$ cat config.mk
export PLATFORM = sky130hd
export DESIGN_NAME = rst_sequencer
export DESIGN_NICKNAME = d
export VERILOG_FILES = /design/src/rtl/rst_sequencer.sv
export SDC_FILE = /design/constraint.sdc
export NUM_CORES = 1
export LEC_CHECK = 0
export CORE_UTILIZATION = 30
export DETAILED_ROUTE_END_ITERATION = 8
export GPL_TIMING_DRIVEN = 1
export SYNTH_ARGS = -nofsm -noshare
export SYNTH_HDL_FRONTEND = slang
export SYNTH_SLANG_ARGS = --single-unit
$ cat constraint.sdc
create_clock -name clk -period 4.49 [get_ports clk]
set_input_delay 0.6735 -clock clk [delete_from_list [all_inputs] [get_ports clk]]
set_output_delay 0.6735 -clock clk [all_outputs]
set_load 0.02 [all_outputs]
$ cat src/rtl/rst_sequencer.sv
// Reset sequencer: merges power-on, pushbutton, software and watchdog causes, holds all stages in
// reset, then releases them in order. The watchdog is built only when RST_SEQ_WDOG_EN is defined.
module rst_sequencer #(
    parameter int unsigned NUM_STAGES  = 3,
    parameter int unsigned HOLD_CYCLES = 16,
    parameter int unsigned STAGE_GAP   = 4,
    parameter int unsigned BTN_FILT    = 8,
    parameter int unsigned WDOG_BITS   = 16
) (
    input  logic                  clk,
    input  logic                  rst,
    input  logic                  btn_n,
    input  logic                  sw_rst_req,
    input  logic                  wdog_kick,
    output logic [NUM_STAGES-1:0] stage_rst_n,
    output logic                  seq_done,
    output logic [1:0]            rst_cause
);

    localparam int unsigned HoldW = $clog2(HOLD_CYCLES + 1);
    localparam int unsigned GapW  = $clog2(STAGE_GAP + 1);
    localparam int unsigned FiltW = $clog2(BTN_FILT + 1);

    typedef enum logic [1:0] {StHold, StRelease, StRun} state_e;

    state_e                state_q, state_d;
    logic                  btn_s1, btn_s2;
    logic [FiltW-1:0]      filt_cnt;
    logic                  btn_q;
    logic                  wdog_exp;
    logic                  req;
    logic [1:0]            req_cause;
    logic [HoldW-1:0]      hold_cnt_q, hold_cnt_d;
    logic [GapW-1:0]       gap_cnt_q, gap_cnt_d;
    logic [NUM_STAGES-1:0] stage_q, stage_d, stage_shift;
    logic                  done_q, done_d;
    logic [1:0]            cause_q, cause_d;
    logic                  hold_last, gap_last;

    // Button: 2-flop synchronizer, then a saturating count of consecutive low samples.
    always_ff @(posedge clk or posedge rst) begin
        if (rst) begin
            btn_s1   <= 1'b1;
            btn_s2   <= 1'b1;
            filt_cnt <= '0;
        end else begin
            btn_s1 <= btn_n;
            btn_s2 <= btn_s1;
            if (btn_s2) begin
                filt_cnt <= '0;
            end else if (filt_cnt != FiltW'(BTN_FILT)) begin
                filt_cnt <= filt_cnt + 1'b1;
            end
        end
    end

    assign btn_q = (filt_cnt == FiltW'(BTN_FILT));

`ifdef RST_SEQ_WDOG_EN
    logic [WDOG_BITS-1:0] wdog_cnt;

    assign wdog_exp = &wdog_cnt;

    always_ff @(posedge clk or posedge rst) begin
        if (rst) begin
            wdog_cnt <= '0;
        end else if ((state_q != StRun) || wdog_kick || wdog_exp) begin
            wdog_cnt <= '0;
        end else begin
            wdog_cnt <= wdog_cnt + 1'b1;
        end
    end
`else
    logic [WDOG_BITS-1:0] unused_wdog;

    assign unused_wdog = {WDOG_BITS{wdog_kick}};
    assign wdog_exp    = 1'b0;
`endif

    assign req       = btn_q | sw_rst_req | wdog_exp;
    assign req_cause = wdog_exp ? 2'b11 : (btn_q ? 2'b01 : 2'b10);
    assign hold_last = (hold_cnt_q == HoldW'(HOLD_CYCLES - 1));
    assign gap_last  = (gap_cnt_q == GapW'(STAGE_GAP - 1));

    // Next release pattern: shift a one in at stage 0.
    always_comb begin
        stage_shift    = stage_q;
        stage_shift[0] = 1'b1;
        for (int i = 1; i < NUM_STAGES; i++) begin
            stage_shift[i] = stage_q[i-1];
        end
    end

    always_ff @(posedge clk or posedge rst) begin
        if (rst) begin
            state_q    <= StHold;
            hold_cnt_q <= '0;
            gap_cnt_q  <= '0;
            stage_q    <= '0;
            done_q     <= 1'b0;
            cause_q    <= 2'b00;
        end else begin
            state_q    <= state_d;
            hold_cnt_q <= hold_cnt_d;
            gap_cnt_q  <= gap_cnt_d;
            stage_q    <= stage_d;
            done_q     <= done_d;
            cause_q    <= cause_d;
        end
    end

    always_comb begin
        state_d = state_q;
        unique case (state_q)
            StHold: begin
                if (!req && hold_last) begin
                    state_d = stage_shift[NUM_STAGES-1] ? StRun : StRelease;
                end
            end
            StRelease: begin
                if (req) begin
                    state_d = StHold;
                end else if (gap_last && stage_shift[NUM_STAGES-1]) begin
                    state_d = StRun;
                end
            end
            StRun: begin
                if (req) begin
                    state_d = StHold;
                end
            end
            default: state_d = StHold;
        endcase
    end

    always_comb begin
        hold_cnt_d = hold_cnt_q;
        gap_cnt_d  = gap_cnt_q;
        stage_d    = stage_q;
        done_d     = done_q;
        cause_d    = req ? req_cause : cause_q;
        unique case (state_q)
            StHold: begin
                stage_d   = '0;
                done_d    = 1'b0;
                gap_cnt_d = '0;
                if (req) begin
                    hold_cnt_d = '0;
                end else if (hold_last) begin
                    hold_cnt_d = '0;
                    stage_d    = stage_shift;
                    done_d     = stage_shift[NUM_STAGES-1];
                end else begin
                    hold_cnt_d = hold_cnt_q + 1'b1;
                end
            end
            StRelease: begin
                if (req) begin
                    stage_d    = '0;
                    done_d     = 1'b0;
                    hold_cnt_d = '0;
                    gap_cnt_d  = '0;
                end else if (gap_last) begin
                    gap_cnt_d = '0;
                    stage_d   = stage_shift;
                    done_d    = stage_shift[NUM_STAGES-1];
                end else begin
                    gap_cnt_d = gap_cnt_q + 1'b1;
                end
            end
            StRun: begin
                if (req) begin
                    stage_d    = '0;
                    done_d     = 1'b0;
                    hold_cnt_d = '0;
                    gap_cnt_d  = '0;
                end
            end
            default: begin
                stage_d = '0;
                done_d  = 1'b0;
            end
        endcase
    end

    assign stage_rst_n = stage_q;
    assign seq_done    = done_q;
    assign rst_cause   = cause_q;

endmodule
==> flow_summary.ini <==
[cells_and_area]
fin_util_pct = 36.12
final_nets = 135
fillCellCount = 363
n_antenna_cell = 0
area_growth_pct = 15.02
final_cells = 169
final_layout_size_suffix_gt1_share_pct = 10.74

[critical_path]
required_ps = 3820
arrival_ps = 1360
path_buf_inv = 1
startpoint_type = flip-flop
worst_path_max_delay_cell = clkdlybuf4s50_1
path_cells = clkdlybuf4s50_1
critPathCaptureType = primary output
critPathMaxStageDelay_ps = 650
ff2ff_path_depth = 6
critPathMaxFanout = 6
critPathTopFamily = buffers and inverters
path_class = flip-flop to primary output
crit_cells = 1

[floorplanning]
start_util_pct = 31.41
num_rows = 22
ios = 11
dieHeight_um = 63.91
die-area_mm2 = 0.004084
die_w_um = 63.91
core_mm2 = 0.003661

[sta]
setup_viol_count_final = 0
min_period_ps = 2037
tns_ps = 0
worstMarginPinSlew_ps = 808.0
post-route-period-util_pct = 45.37
worst_clock_skew_ps = 1.450
hold_viol_final = 0
rsz0062_at_grt = no
max_freq_mhz = 490.8
relSlewSlack_pct = 46.07
slew_viol_final = 0

[yosys]
yosysTopAreaCell = dfrtp_1
netlist_top_cells_count = 19 x dfrtp_1, 12 x inv_1, 11 x nor2_1
yosysMostFrequentCell = dfrtp_1
async_reset_ff_share_pct = 100.0
synth.area.top_cells = dfrtp_1 41%, ha_1 8.7%, dfstp_2 4.6%
syn_inst = 111
synth-edff-count = 0
syn_area_per_cell_um2 = 10.36
synthFlopType = dfrtp_1
yosys.area.top_type_share_pct = 41.35
syn_area_mm2 = 0.001150
synthDistinctLibCells = 38
synth_nets = 124
synth_seq_cells = 21
ys_seq_area_share_pct = 45.92
yosysWarnings = 0

[power_and_ir_drop]
p_leak_nw = 0.5752
ir_drop_mv = 0.1827
p_per_area_mw_per_mm2 = 263.2

[global_route]
grt_max_degree = 22
grt_pass1_wl_um = 3663
antenna_found_initial = 0
grt_usage_pct = 11.37
grt_pass1_vias = 838
overflow = 0

[place]
place_congestion = 0.7877
io_buffers = 9
placedCellCount = 165
place_hpwl_um = 1483

[clock_network]
clkLatencyLatePin_ps = 260
clockBufferDepth = 2
cts_sinks = 21
cts_tree = done
cts_hold_buf = 0
clk_pin_slew_ps = 80
cts.repair.resized = 0
ctsRootBufferMaster = clkbuf_8
numCtsBuffers = 3
htree_levels = 1
cts_setup_buffers = 0

[min_path]
hold_class = flip-flop to flip-flop
holdPathStages = 0

[routing]
dr_total_vias = 813
routed_wl_um = 2007
routedWlPerCell_um = 11.88
dr.pass1.iters = 4
drc = 0
drtIter0Drc = 42
via_per_inst = 4.811
ant_nets = 0

[job]
max-cap-violations = 0

[run_status]
status = completed
cells in the final DEF, fill, tap and decap left out, types with 2 or more instances in the layout:
master	Yosys	routed
a21o_1	2	2
nand2_1	3	3
nand3_1	3	3
a31oi_1	2	2
o21ai_0	3	3
o22ai_1	3	3
clkbuf_8	0	3
inv_1	12	12
a22o_1	3	3
nand4b_1	2	2
nor3_1	2	2
ha_1	8	8
a21oi_1	9	9
nor2b_1	3	3
nor2_1	11	11
o21a_1	2	2
xnor2_1	2	2
clkdlybuf4s50_1	0	9
dfstp_2	2	2
dfrtp_1	19	19
area by class of cell:
cell class                 count  area [um^2]  area share, %
sequential                    21        528.0          39.92
clock buffer                   3        41.29          3.122
timing repair buffer           9        90.09          6.812
multi-input combinational     75        553.0          41.82
inverter                      12        45.04          3.406
tap                           48        60.06          4.541
clock inverter                 1        5.005         0.3784
worst paths after layout:
path                            slack [ps]      startpoint        endpoint
worst min-delay path                   360          btn_s1          btn_s2
worst max-delay path                  2450  stage_rst_n[1]  stage_rst_n[1]
worst min register to register         360          btn_s1          btn_s2
min in group asynchronous              870             rst    rst_cause[1]
worst max register to register        2760     filt_cnt[0]    gap_cnt_q[0]
max in group asynchronous             3120             rst  stage_rst_n[1]
power by group:
part | internal, mW | switching (mW)
clock | 0.0617 | 0.0602
sequential | 0.195 | 0.00536
combinational | 0.0108 | 0.0147
total | 0.268 | 0.0803
per-layer routing:
metal / global-route usage (%) / vias up / share of wire, %
li1: - / 408 / -
met1: 13.41 / 393 / 47
met2: 19.55 / 10 / 49
met3: 3.393 / 2 / 2.7
met4: 3.693 / 0 / 0.95
met5: 0 / - / 0
logic make-up (layout without fill, tap and decap cells):
family                     after synthesis  after routing  synth area share (%)
and+or+nand+nor                         34             34                 19.15
adders and majority gates                8              8                 8.705
AOI/OAI and AO/OA                       28             28                 15.78
DFF                                     21             21                 45.92
muxes                                    2              2                 2.176
buffers and inverters                   15             25                 5.984
xor gates and xnor gates                 3              3                 2.286
stage by stage:
stage                     cell area [um^2]  hold slack, ps  setup slack, ps  total power [mW]
after floorplan                       1150           345.2             2988            0.2209
after detailed placement              1276           347.9             2349            0.2302
after global placement                1276           347.6             2356            0.2281
after CTS                             1323           360.0             2440            0.3568
final                                 1323           357.4             2453            0.3481
after global routing                  1323           362.6             2417            0.3666
sequential cells by signal, summed over array words and instances (netlist names):
signal       cells
hold_cnt_q       5
filt_cnt         4
rst_cause        2
gap_cnt_q        3
state_q          2
stage_rst_n      3
btn_s1           1
btn_s2           1
Note: power is estimated with default switching activity, not from simulation.
